<file path="config.mk">
export PLATFORM = sky130hd
export DESIGN_NAME = seq_uart_tx_flat
export DESIGN_NICKNAME = d
export VERILOG_FILES = /design/src/rtl/seq_uart_tx_if.sv /design/src/rtl/seq_uart_tx.sv /design/src/flat_wrapper.sv
export SDC_FILE = /design/constraint.sdc
export NUM_CORES = 1
export LEC_CHECK = 0
export ABC_AREA = 1
export CAP_MARGIN = 5
export CORE_UTILIZATION = 56
export CTS_CLUSTER_DIAMETER = 30
export DETAILED_ROUTE_END_ITERATION = 8
export GPL_TIMING_DRIVEN = 0
export PLACE_DENSITY_LB_ADDON = 0.15
export RECOVER_POWER = 25
export SYNTH_ARGS = -nofsm -noshare
export SYNTH_HDL_FRONTEND = slang
export SYNTH_SLANG_ARGS = --single-unit
</file>
<file path="constraint.sdc">
create_clock -name clk -period 3.2 [get_ports clk]
set_clock_uncertainty 0.2 [all_clocks]
set_input_delay 0.48 -clock clk [delete_from_list [all_inputs] [get_ports clk]]
set_output_delay 0.48 -clock clk [all_outputs]
set_load 0.03 [all_outputs]
</file>
<file path="src/rtl/seq_uart_tx_if.sv">
// Handshake and line signals for the sequence serializer.
// The host drives the master side; seq_uart_tx sits on the slave side.
interface seq_uart_tx_if #(
    parameter int WIDTH = 32,
    parameter int DEPTH = 8
);
    logic             valid_in;
    logic             last_in;
    logic [0:WIDTH-1] array_in [0:DEPTH-1];
    logic             ready_out;
    logic             tx;
    logic             busy;
    logic             done;

    modport master (
        output valid_in, last_in, array_in,
        input  ready_out, tx, busy, done
    );

    modport slave (
        input  valid_in, last_in, array_in,
        output ready_out, tx, busy, done
    );
endinterface

</file>
<file path="src/rtl/seq_uart_tx.sv">
// Serializes one DEPTH-word sequence onto a UART 8N1 line, MSB byte of word 0 first,
// with an optional END_BYTE terminator frame when the sequence is tagged last.
//
// state | meaning
// IDLE  | line high, ready for a new sequence
// START | start bit (0) for the byte in shreg
// DATA  | eight data bits, LSB first
// STOP  | stop bit (1), then next byte, terminator or back to IDLE
module seq_uart_tx #(
    parameter int         CLK_FREQ = 100_000_000,
    parameter int         BAUD     = 115200,
    parameter int         WIDTH    = 32,
    parameter int         DEPTH    = 8,
    parameter logic [7:0] END_BYTE = 8'h0A
) (
    input logic          clk,
    input logic          rst,
    seq_uart_tx_if.slave bus
);
    localparam int CLKS_PER_BIT = CLK_FREQ / BAUD;
    localparam int NB           = DEPTH * WIDTH / 8;
    localparam int FLAT_W       = NB * 8;
    localparam int BAUD_W       = (CLKS_PER_BIT > 1) ? $clog2(CLKS_PER_BIT) : 1;
    localparam int BYTE_W       = $clog2(NB + 1);
    localparam logic [BAUD_W-1:0] BAUD_LAST = BAUD_W'(CLKS_PER_BIT - 1);
    localparam logic [BYTE_W-1:0] BYTE_LAST = BYTE_W'(NB - 1);

    typedef enum logic [1:0] {IDLE, START, DATA, STOP} state_t;

    state_t              state;
    logic [BAUD_W-1:0]   baud_cnt;
    logic [2:0]          bit_idx;
    logic [BYTE_W-1:0]   byte_idx;
    logic                term_pending;
    logic [7:0]          shreg;
    logic [FLAT_W-1:0]   seq_q;
    logic [FLAT_W-1:0]   flat_in;
    logic                tx_q;
    logic                ready_q;
    logic                busy_q;
    logic                done_q;

    // Flatten the sequence so the next byte to send is always the top byte.
    always_comb begin
        flat_in = '0;
        for (int k = 0; k < DEPTH; k++) begin
            flat_in[FLAT_W-1-k*WIDTH -: WIDTH] = bus.array_in[k];
        end
    end

    always_ff @(posedge clk) begin
        if (rst) begin
            state        <= IDLE;
            baud_cnt     <= '0;
            bit_idx      <= '0;
            byte_idx     <= '0;
            term_pending <= 1'b0;
            shreg        <= '0;
            seq_q        <= '0;
            tx_q         <= 1'b1;
            ready_q      <= 1'b1;
            busy_q       <= 1'b0;
            done_q       <= 1'b0;
        end else begin
            done_q <= 1'b0;
            case (state)
                IDLE: begin
                    if (bus.valid_in) begin
                        seq_q        <= flat_in << 8;
                        shreg        <= flat_in[FLAT_W-1 -: 8];
                        term_pending <= bus.last_in;
                        byte_idx     <= '0;
                        baud_cnt     <= '0;
                        tx_q         <= 1'b0;
                        ready_q      <= 1'b0;
                        busy_q       <= 1'b1;
                        state        <= START;
                    end
                end
                START: begin
                    if (baud_cnt == BAUD_LAST) begin
                        baud_cnt <= '0;
                        bit_idx  <= '0;
                        tx_q     <= shreg[0];
                        shreg    <= shreg >> 1;
                        state    <= DATA;
                    end else begin
                        baud_cnt <= baud_cnt + 1'b1;
                    end
                end
                DATA: begin
                    if (baud_cnt == BAUD_LAST) begin
                        baud_cnt <= '0;
                        if (bit_idx == 3'd7) begin
                            bit_idx <= '0;
                            tx_q    <= 1'b1;
                            state   <= STOP;
                        end else begin
                            bit_idx <= bit_idx + 3'd1;
                            tx_q    <= shreg[0];
                            shreg   <= shreg >> 1;
                        end
                    end else begin
                        baud_cnt <= baud_cnt + 1'b1;
                    end
                end
                STOP: begin
                    if (baud_cnt == BAUD_LAST) begin
                        baud_cnt <= '0;
                        // byte_idx parks at NB while the terminator is on the line
                        if (byte_idx < BYTE_LAST) begin
                            byte_idx <= byte_idx + 1'b1;
                            shreg    <= seq_q[FLAT_W-1 -: 8];
                            seq_q    <= seq_q << 8;
                            tx_q     <= 1'b0;
                            state    <= START;
                        end else if (term_pending) begin
                            term_pending <= 1'b0;
                            byte_idx     <= BYTE_W'(NB);
                            shreg        <= END_BYTE;
                            tx_q         <= 1'b0;
                            state        <= START;
                        end else begin
                            byte_idx <= '0;
                            tx_q     <= 1'b1;
                            busy_q   <= 1'b0;
                            ready_q  <= 1'b1;
                            done_q   <= 1'b1;
                            state    <= IDLE;
                        end
                    end else begin
                        baud_cnt <= baud_cnt + 1'b1;
                    end
                end
                default: state <= IDLE;
            endcase
        end
    end

    assign bus.tx        = tx_q;
    assign bus.ready_out = ready_q;
    assign bus.busy      = busy_q;
    assign bus.done      = done_q;
endmodule

</file>
<file path="src/flat_wrapper.sv">
// flat-port wrapper written by rule: the top's interface ports become plain ports
module seq_uart_tx_flat 
#(
    parameter int         CLK_FREQ = 100_000_000,
    parameter int         BAUD     = 115200,
    parameter int         WIDTH    = 32,
    parameter int         DEPTH    = 8,
    parameter logic [7:0] END_BYTE = 8'h0A
)
  (clk, rst, bus_valid_in, bus_last_in, bus_array_in, bus_ready_out, bus_tx, bus_busy, bus_done);
  seq_uart_tx_if #(.WIDTH(WIDTH), .DEPTH(DEPTH)) bus_i ();
  input logic clk;
  input logic rst;
  input wire logic [$bits(bus_i.valid_in)-1:0] bus_valid_in;
  input wire logic [$bits(bus_i.last_in)-1:0] bus_last_in;
  input wire logic [$bits(bus_i.array_in)-1:0] bus_array_in;
  output wire logic [$bits(bus_i.ready_out)-1:0] bus_ready_out;
  output wire logic [$bits(bus_i.tx)-1:0] bus_tx;
  output wire logic [$bits(bus_i.busy)-1:0] bus_busy;
  output wire logic [$bits(bus_i.done)-1:0] bus_done;
  assign bus_i.valid_in = bus_valid_in;
  assign bus_i.last_in = bus_last_in;
  assign bus_i.array_in = {>>{bus_array_in}};
  assign bus_ready_out = bus_i.ready_out;
  assign bus_tx = bus_i.tx;
  assign bus_busy = bus_i.busy;
  assign bus_done = bus_i.done;
  seq_uart_tx #(.CLK_FREQ(CLK_FREQ), .BAUD(BAUD), .WIDTH(WIDTH), .DEPTH(DEPTH), .END_BYTE(END_BYTE)) u_core (.clk(clk), .rst(rst), .bus(bus_i));
endmodule
</file>
======== After elaboration in Yosys (flattened, before gate mapping) ========
Cells that the tools add are included.
word-level totals
  output and inout bits ................... 4
  register bits after elaboration ......... 290
  word-level logic and storage cells ...... 98
  input port bits ......................... 260
cells by class
  magnitude comparators ................... 1
  add/sub/neg operators ................... 3
  bitwise logic cells ..................... 2
  reductions and logical operators ........ 13
  multiplexer cells ....................... 53
  equal/unequal tests ..................... 15
operators with widths
  operator                                                                      count
  256-bit 2-to-1 mux                                                            3
  256-bit one-hot mux with 2 select lines                                       1
  8-bit 2-to-1 mux                                                              7
  8-bit one-hot mux with 4 select lines                                         1
  6-bit 2-to-1 mux                                                              4
  10-bit 2-to-1 mux                                                             2
  10-bit one-hot mux with 2 select lines                                        1
  1-bit 2-to-1 mux                                                              18
  2-bit 2-to-1 mux                                                              6
  6-bit one-hot mux with 2 select lines                                         1
  4-bit AND reduction                                                           3
  10-bit by 1-bit adder with 10-bit output, second input constant               1
  10-bit equality test, second input constant                                   1
  2-bit by 1-bit != test with 1-bit output, second input constant               5
  5-bit AND reduction                                                           2
  3-bit 2-to-1 mux                                                              3
  2-bit != test, second input constant                                          4
  2-bit one-hot mux with 4 select lines                                         1
  6-bit by 1-bit adder with 6-bit output, second input constant                 1
  6-bit by 5-bit less-than comparator with 1-bit output, second input constant  1
  1-bit one-hot mux with 2 select lines                                         3
  3-bit one-hot mux with 2 select lines                                         1
  3-bit AND reduction                                                           2
  6-bit AND reduction                                                           1
  other kinds (10)                                                              14

======== Depth between registers and ports, before layout ========
Gate-level depths: netlist of run 1.
  word-level depth ........................ 4
  mapped depth ............................ 13
  gate-level depth less buffers ........... 12

======== Worst setup path after synthesis of run 1 ========
Ideal clock, no wire load.
  path kind ............................... register -> register
  start point ............................. register u_core.state[0]
  end point ............................... register u_core.shreg[4]
  path buffers ............................ 1
  setup slack ............................. 1.148 ns
  setup time .............................. 0.113 ns
  arrival time ............................ 1.740 ns
  data required time ...................... 2.887 ns
  cell stages (with the launch flop) ...... 11
  clock period less this slack ............ 2.052 ns
  cells stage by stage .................... dfxtp_1 > inv_1 > ha_1 > or2_2 > nand2_1 > nand3_1 > nor2_2 > buf_2 > nand2_1 > nand2_1 > nor2_1
on the way
  word-level cells in the longest chain between the ends .. 3
  elaborated cells between the ends (all ways) .. 12
  those cells by class .................... 9 x eq/ne; 1 x mux; 2 x reduce/logical
RTL lines
  item                                                                               line                text
  from (decl)                                                                        seq_uart_tx.sv:30   state_t state;
  from (signal assigned)                                                             seq_uart_tx.sv:53   state <= IDLE;
  from (signal assigned)                                                             seq_uart_tx.sv:77   state <= START;
  from (signal assigned)                                                             seq_uart_tx.sv:86   state <= DATA;
  2-bit equality test (tied with other cells)                                        seq_uart_tx.sv:66   case (state)
  3-bit by 1-bit != test with 1-bit output (no source line) (tied with other cells)  n/a
  6-bit AND reduction (no source line)                                               n/a
  to (signal assigned)                                                               seq_uart_tx.sv:70   shreg <= flat_in[FLAT_W-1 -: 8];
  to (signal assigned)                                                               seq_uart_tx.sv:85   shreg <= shreg >> 1;
  to (signal assigned)                                                               seq_uart_tx.sv:101  shreg <= shreg >> 1;
  to (decl)                                                                          seq_uart_tx.sv:35   logic [7:0] shreg;
Several ways; a longest one is shown, not always the timed one.
A chain may end at the register's enable or synchronous reset.

======== Worst setup path after layout of run 1 ========
  start point ............................. register u_core.state[0]
  end point ............................... register u_core.seq_q[139]
on the way
  word-level cells in the longest chain between the ends .. 3
  elaborated cells between the ends (all ways) .. 8
  those cells by class .................... 4 x eq/ne; 1 x mux; 3 x reduce/logical
RTL lines
  item                                                                               line                text
  2-bit equality test / 2-bit zero test (equally long branches)                      seq_uart_tx.sv:66
  2-bit by 1-bit != test with 1-bit output (no source line) (tied with other cells)  n/a
  4-bit AND reduction (no source line)                                               n/a
  to (signal assigned)                                                               seq_uart_tx.sv:69   seq_q <= flat_in << 8;
  to (signal assigned)                                                               seq_uart_tx.sv:114  seq_q <= seq_q << 8;
  to (decl)                                                                          seq_uart_tx.sv:36   logic [FLAT_W-1:0] seq_q;
Several ways; a longest one is shown, not always the timed one.

==> metrics, run 1 <==
status=finished, final reports clean; I/O pin cnt=264; DRC errors left=0; final WL=38600 um; H-Tree Depth=2; share of the synthesized area in the top cell type=41.8%; sequential area share after synthesis=41.8%; count of cell types in the netlist=32; CP Data Required Time=3.44 ns; first-pass GRT wire length=61900 um; PwrDens=927 nW/um2; DR pass1 iterations=6; chip height=157 um; maximum vdd drop=0.667 mV; FF-to-FF End=u_core.seq_q[139]; synthesized instance count=2133; clock transition at the registers of the reported paths=0.05 ns; crit-path cells=inv_1 -> ha_1 -> clkbuf_1 -> inv_1 -> nor2_4 -> inv_1 -> nand2_4 -> nor2_8 -> buf_6 -> buf_2 -> o21ai_0 -> nor2_1; worst-margin pin slew=1.02 ns; clk sink count=282; detailed-placement wirelength estimate=26500 um; post-CTS setup buffers=0; Core ar.=23500 um2; fill count=1787; gr ovfl total=0; hold endpoint=u_core.seq_q[10]; largest cells by area after synthesis=dfxtp_1, nand2_1, nor2_1; Num CTS Buffers=57; root buffer cell=clkbuf_16; Final Slew Violations=0; CP max stage cell=clkbuf_1; Die W=157 um; I/O Buffers=262; area delta synth->final=36.8%; Post-Place Cells=2714; area leader, netlist=dfxtp_1; R2R cell count=12; highest clock rate=345 MHz; Ys Warns=0; WP depth=12; Final setup violation count=0; cell area after synthesis=13500 um2; CP Capture Type=flop; Leak=8.67 nW; Hold Path Class=input pin to flop; max_cap viols=0; Setup TNS Final=0 ns; final-report hold violation count=0; register area=5650 um2; Post-Layout Cell Count=2824; GRT Util Overall=30.9%; fin nets=2723; CTS max path bufs=3; initial core utilization=57.3%; largest net degree at the start of global routing=15; RSZ-0062 raised after global routing=false; GP Congestion=0.913; Avg Cell Area, Syn=6.33 um2; initial antenna violation count=3; cell family with most CP delay=buffers and inverters; reg2reg start=u_core.state[0]; via/cell ratio=5.11; Routed Antenna Nets=0; crit-path max FO=10; Slowest Stage Delay on Critical Path=0.41 ns; CTS resizes=0; DR iter-0 viols=1024; minimum clock period=2.90 ns; WHS Path Cells=3; crit-path most repeated cell=inv_1; vias in the first global route=13400; DIE AREA=24700 um2; area of the multi-input gates=6880 um2; Max transition margin=32.1%; drt wl/cell=13.7 um; fin crit share=90.7%; CP startpoint kind=flop; row count=56; FF+latch count, synth=282; Buf/Inv on CP=6; via count=14400; CP Class=flop to flop; min-delay src=bus_valid_in; syn nets=2402; crit path DAT=3.14 ns; hold_buf cts=0; Worst R2R Setup Slack=0.30 ns; CTS tree=built; fraction of layout cells with a size suffix above 1=6.87%; clock latency on the worst-skew pair=0.56 ns
layout by cell type, fill, tap and decap left out, types with 4 or more instances in the layout:
cell type        count
ha_1                 9
clkinv_2            13
nand2_2              4
nand3_1             22
o21ai_0            193
nand4_1             10
inv_1               31
clkdlybuf4s50_1    257
nand2_1            797
clkbuf_16           59
buf_2               23
a21oi_1             36
clkbuf_1            82
o21ai_1             70
nor2_1             518
clkinv_4             5
buf_1                8
dfxtp_1            282
dlygate4sd3_1        5
inv_6                6
buf_6               32
clkinvlp_4           8
bufinv_16            7
cell type report:
class	instances	share of cell area [%]
Antenna cell	3	0.0407
Clock buffer	68	8.34
Sequential cell	282	30.6
Buffer	143	4.40
Multi-Input combinational cell	1675	37.3
Timing Repair Buffer	262	14.2
Clock inverter	39	2.34
Inverter	33	0.684
Tap cell	319	2.16
per-layer routing:
layer	global-route usage, %	up-vias	share of wire, %
met1	38.9	6472	43
li1	-	7328	-
met3	6.22	93	7.7
met2	51.3	530	46
met5	0	-	0
met4	12.6	0	3.0
kinds of logic after synthesis:
group	count (synthesis)	synth area share [%]
adder cells (fa/ha/maj)	9	0.834
AND/OR/NAND/NOR	1360	38.7
buffers and inverters	176	7.07
flip-flops	282	41.8
XOR/XNOR	2	0.130
AO/OA/AOI/OAI	304	11.5
through the flow:
stage | power [mW] | hold slack (ns) | util, % | area (um2) | setup WS (ns)
detailed placement | 11.0 | 0.251 | 70.2 | 16500 | 0.377
floorplan | 9.52 | 0.229 | - | 13500 | 1.15
finish | 17.1 | 0.0941 | 78.4 | 18500 | 0.299
global placement | 10.8 | 0.242 | 70.2 | 16500 | 0.474
CTS | 17.1 | 0.0838 | 78.5 | 18500 | 0.339
global route | 18.1 | 0.0981 | 78.4 | 18500 | 0.0878
registers in the layout, indices dropped and copies added (netlist names), 2 cells and up:
signal           cells
u_core.state         2
u_core.shreg         8
u_core.byte_idx      6
u_core.baud_cnt     10
u_core.bit_idx       3
u_core.seq_q       248
power by group:
group,switching [mW],internal [mW]
clock network,2.00,4.01
registers,0.856,5.18
logic,3.12,1.96
worst max path at each step:
stage                               start           endpoint  slack [ns]
final                     u_core.state[0]  u_core.seq_q[139]        0.30
after global placement    u_core.state[0]  u_core.seq_q[203]        0.47
after CTS                 u_core.state[0]  u_core.seq_q[197]        0.34
after detailed placement  u_core.state[0]  u_core.seq_q[201]        0.38
after global routing      u_core.state[0]   u_core.seq_q[24]        0.09
after floorplan           u_core.state[0]    u_core.shreg[4]        1.15
synthesized netlist by cell type:
library cell,n
nand2_1,797
nor2_1,517
dfxtp_1,282
o21ai_0,191
clkbuf_1,74
o21ai_1,71
a21oi_1,36
buf_6,34
inv_1,29
buf_2,26
nand3_1,22
nand4_1,10
ha_1,9
buf_1,8
nand2_2,4
inv_2,3
nor3_1,3
nor2_2,2
o211a_1,2
a211oi_1,1
buf_4,1
inv_4,1
nand2_4,1
nand3_2,1
nor2_4,1
nor2_8,1
o21ai_4,1
o21bai_1,1
o22ai_1,1
or2_2,1
xnor2_1,1
xor2_1,1
tightest hold or removal path: stages:
cell     delay (ns)
buf_2          0.17
nand4_1        0.10
a21oi_1        0.06
Note: power is estimated with default switching activity, not from simulation.
==> run 2: changes to the inputs <==
--- a/config.mk
+++ b/config.mk
@@ -7,7 +7,7 @@
 export LEC_CHECK = 0
 export ABC_AREA = 1
 export CAP_MARGIN = 5
-export CORE_UTILIZATION = 56
+export CORE_UTILIZATION = 29
 export CTS_CLUSTER_DIAMETER = 30
 export DETAILED_ROUTE_END_ITERATION = 8
 export GPL_TIMING_DRIVEN = 0
==> run 2 against run 1 <==
Core utilization fell by 36 points; hold slack got worse by 0.0093 ns; sequential share of layout area fell by 1.6 points; combinational power rose by 0.8%; largest power group is now clock; largest cell class unchanged; die area rose by 92%.
==> metrics, run 2 (same netlist as run 1, synthesis figures left out) <==
largest net degree at the start of global routing=12; max FFs per register=248; CP Data Required Time=3.48 ns; minimum clock period=2.90 ns; clock transition at the registers of the reported paths=0.04 ns; post-place setup slack=0.272 ns; post-CTS setup buffers=0; detailed-placement wirelength estimate=32200 um; Setup TNS Final=0 ns; fraction of layout cells with a size suffix above 1=7.90%; drt wl/cell=14.1 um; I/O Buffers=262; vias in the first global route=14000; area delta synth->final=44.5%; fin crit share=90.6%; clk sink count=282; clock latency on the worst-skew pair=0.58 ns; I/O pin cnt=264; most frequent cells in the layout=nand2_1, nor2_1, dfxtp_1; Leak=9.03 nW; Max transition margin=38.9%; top flop regs=u_core.seq_q: 248 flops, u_core.baud_cnt: 10 flops, u_core.shreg: 8 flops; GP Congestion=0.818; register area=5650 um2; crit path DAT=3.18 ns; RSZ-0062 raised after global routing=false; PwrDens=967 nW/um2; hold_buf cts=0; chip height=218 um; first-pass GRT wire length=70900 um; R2R cell count=12; DR pass1 iterations=5; highest clock rate=345 MHz; final WL=44200 um; area of the multi-input gates=6880 um2; DR iter-0 viols=789; Final setup violation count=0; final-report hold violation count=0; Final Slew Violations=0; crit-path max FO=10; Core ar.=45700 um2; maximum vdd drop=0.504 mV; fin worst setup slack=0.299 ns; largest reg by FF count=u_core.seq_q; Hold Path Class=input pin to flop; worst-margin pin slew=0.907 ns; CP startpoint kind=flop; DRC errors left=0; CP Class=flop to flop; most common cell after layout, fill and taps aside=nand2_1; gr ovfl total=0; root buffer cell=clkbuf_16; Routed Antenna Nets=0; via/cell ratio=4.51; fill count=4808; row count=78; Num CTS Buffers=77; CTS tree=built; DIE AREA=47400 um2; CTS resizes=0; CP Capture Type=flop; via count=14100; CTS max path bufs=3; GRT Util Overall=18.6%; H-Tree Depth=3; max_cap viols=0; status=finished, final reports clean; initial core utilization=29.5%; initial antenna violation count=1; WHS Path Cells=3; Die W=218 um; fin nets=2743
## run 2: critical path, stage by stage, from the launching register on
cell,delay (ns)
dfxtp_1,0.40
inv_1,0.12
ha_1,0.21
clkbuf_1,0.24
inv_1,0.20
nor2_4,0.09
inv_1,0.24
nand3_1,0.18
nor2_1,0.31
clkbuf_1,0.39
nand2_1,0.09
nand2_1,0.07
nor2_1,0.05
## run 2: metal layers
| metal | vias up | GRT usage (%) | wire [um] |
|---|---|---|---|
| li1 | 7378 | - | - |
| met1 | 6370 | 24.4 | 20800 |
| met2 | 314 | 30.2 | 20300 |
| met3 | 60 | 4.06 | 2220 |
| met4 | 0 | 6.31 | 878 |
| met5 | - | 0 | 0 |
## run 2: worst paths after layout
check / startpoint / end / slack [ns]
max: u_core.state[0] / u_core.shreg[6] / 0.30
min: bus_valid_in / u_core.seq_q[9] / 0.08
max reg2reg: u_core.state[0] / u_core.shreg[6] / 0.30
min reg2reg: u_core.seq_q[9] / u_core.seq_q[9] / 0.26
## run 2: final cells by class
type	count	area share (%)
diodes	1	0.0128
plain buffers	143	4.22
clock buffers	100	11.0
clock inverters	38	2.52
inverters	33	0.648
multi-input cells	1675	35.3
flip-flops and latches	282	29.0
well taps	600	3.85
repair buffers	262	13.5
## run 2: through the flow
step	instances	cell area, um2	hold slack (ns)	util (%)	power [mW]
floorplan	2133	13500	0.229	-	9.52
CTS	3133	19500	0.0491	42.7	19.1
global placement	2995	16900	0.238	36.9	11.1
finish	3134	19500	0.0848	42.7	18.9
global route	3134	19500	0.0588	42.7	20.1
detailed placement	2995	16900	0.254	36.9	11.2
## run 2: where the power goes
group / switching [mW] / total (mW) / internal, mW
Sequential: 0.838 / 6.02 / 5.18
Clock: 2.29 / 7.71 / 5.42
Combinational: 3.15 / 5.12 / 1.97
Total: 6.28 / 18.9 / 12.6
==> run 3: changes to the inputs <==
--- a/config.mk
+++ b/config.mk
@@ -10,6 +10,7 @@
 export CORE_UTILIZATION = 29
 export CTS_CLUSTER_DIAMETER = 30
 export DETAILED_ROUTE_END_ITERATION = 8
+export DONT_BUFFER_PORTS = 1
 export GPL_TIMING_DRIVEN = 0
 export PLACE_DENSITY_LB_ADDON = 0.15
 export RECOVER_POWER = 25
==> run 3 against run 2 <==
Global-route usage increased by 0.22 points; die area unchanged; critical path depth increased by 1; power increased by 2.3%; core utilization increased by 0.38 points; via count increased by 0.42%; non-clock buffer count decreased by 4; cell count increased by 0.35%; clock power increased by 6.9%; first-iteration DRC count decreased by 2.3%.
==> metrics, run 3 (same netlist as run 1, synthesis figures left out) <==
Max transition margin=41.3%; Hold Path Class=input pin to flop; area of the multi-input gates=6880 um2; PwrDens=981 nW/um2; root buffer cell=clkbuf_16; gr ovfl total=0; GRT Util Overall=18.9%; Leak=9.18 nW; maximum vdd drop=0.471 mV; max FFs per register=248; final-report hold violation count=0; via/cell ratio=4.51; GP Congestion=0.790; switching part of the total power=33.1%; CP Class=flop to flop; crit path DAT=3.25 ns; fin crit share=91.3%; top flop regs=u_core.seq_q: 248 flops, u_core.baud_cnt: 10 flops, u_core.shreg: 8 flops; Comb power frac=26.0%; detailed-placement wirelength estimate=30900 um; WHS Path Cells=3; hold endpoint=u_core.seq_q[11]; fraction of layout cells with a size suffix above 1=8.43%; fin nets=2744; vias in the first global route=14000; CTS max path bufs=3; DR pass1 iterations=6; Die W=218 um; min-delay src=bus_valid_in; H-Tree Depth=3; RSZ-0062 raised after global routing=false; R2R cell count=13; drt wl/cell=14.3 um; highest clock rate=342 MHz; most frequent cells in the layout=nand2_1, nor2_1, dfxtp_1; CP Data Required Time=3.53 ns; Routed Antenna Nets=0; FF-to-FF End=u_core.seq_q[223]; Core ar.=45700 um2; I/O pin cnt=264; Final setup violation count=0; crit-path max FO=10; most common cell after layout, fill and taps aside=nand2_1; DRC errors left=0; Sequential Power Share=31.3%; Final Slew Violations=0; DR iter-0 viols=771; largest reg by FF count=u_core.seq_q; Num CTS Buffers=82; first-pass GRT wire length=71800 um; status=finished, final reports clean; initial antenna violation count=7; clk sink count=282; clock network fraction of total power=42.7%; row count=78; area delta synth->final=45.7%; chip height=218 um; final WL=44900 um; Psw=6.39 mW; Placement Cell Area=14200 um2; initial core utilization=29.5%; largest net degree at the start of global routing=12; clock transition at the registers of the reported paths=0.04 ns; Worst R2R Setup Slack=0.28 ns; fill count=4674; Int Power=12.9 mW; CTS tree=built; I/O Buffers=0; CP startpoint kind=flop; cell area after layout=19700 um2; DIE AREA=47400 um2; clock latency on the worst-skew pair=0.60 ns; minimum clock period=2.92 ns; CP Capture Type=flop; max_cap viols=0; worst-margin pin slew=0.881 ns; CTS resizes=0; Overall Power=19.3 mW; via count=14200; Setup TNS Final=0 ns; reg2reg start=u_core.state[0]; register area=5650 um2
-- run 3: power groups by stage --
stage / sequential (mW) / clock, mW / combinational [mW]
after floorplan: 5.84 / 0 / 3.68
after global placement: 6.05 / 0 / 4.74
after detailed placement: 6.06 / 0 / 4.80
after CTS: 6.04 / 8.39 / 5.09
after global routing: 6.25 / 8.59 / 5.76
final: 6.04 / 8.24 / 5.01
-- run 3: layout make-up --
cell class / instances / share of cell area (%)
Antenna cell: 6 / 0.0763
Inverter: 33 / 0.643
Sequential cell: 282 / 28.7
Timing Repair Buffer: 258 / 13.1
Tap cell: 600 / 3.82
Clock inverter: 41 / 2.52
Clock buffer: 107 / 11.9
Buffer: 143 / 4.21
Multi-Input combinational cell: 1675 / 35.0
-- run 3: how the worst max path moves through the flow --
| stage | start | end | slack (ns) | cells after the start |
|---|---|---|---|---|
| CTS | u_core.state[0] | u_core.seq_q[129] | 0.21 | 9 |
| global route | u_core.state[0] | u_core.seq_q[223] | 0.06 | 13 |
| finish | u_core.state[0] | u_core.seq_q[223] | 0.28 | 13 |
| global placement | u_core.state[0] | u_core.seq_q[82] | 0.27 | 9 |
| floorplan | u_core.state[0] | u_core.shreg[4] | 1.15 | 10 |
| detailed placement | u_core.state[0] | u_core.seq_q[129] | 0.24 | 9 |
-- run 3: critical path, cell delays in order (launching register included) --
cell and delay, ns:
dfxtp_1 0.35, inv_1 0.14, ha_1 0.15, buf_2 0.23, inv_1 0.10, nor2_1 0.49
inv_2 0.16, nand2_1 0.25, nor2_8 0.10, inv_4 0.10, buf_6 0.15, clkbuf_2 0.25
nor2_1 0.07, nor2_1 0.12
-- run 3: layer usage --
layer | global-route usage (%) | wire length [um] | up-vias | share of wire (%)
met2 | 31.0 | 20600 | 343 | 46
met4 | 7.00 | 1110 | 2 | 2.5
met5 | 0 | 13 | - | 0.029
li1 | - | - | 7396 | -
met1 | 23.7 | 21000 | 6348 | 47
met3 | 4.70 | 2140 | 92 | 4.8
-- run 3: through the flow --
stage	utilization [%]	cells	hold slack, ns	setup slack (ns)
6_report	43.1	3145	0.0585	0.278
5_1_grt	43.1	3145	0.0607	0.0583
4_1_cts	43.1	3139	0.0408	0.213
3_5_place_dp	31.2	2733	0.244	0.237
3_3_place_gp	31.2	2733	0.243	0.266
2_1_floorplan	-	2133	0.229	1.15
-- run 3: repair_timing --
item,4_1_cts,5_1_grt
endpoints found under the hold margin,259,0
hold buffers,258,0
setup buffers,0,0
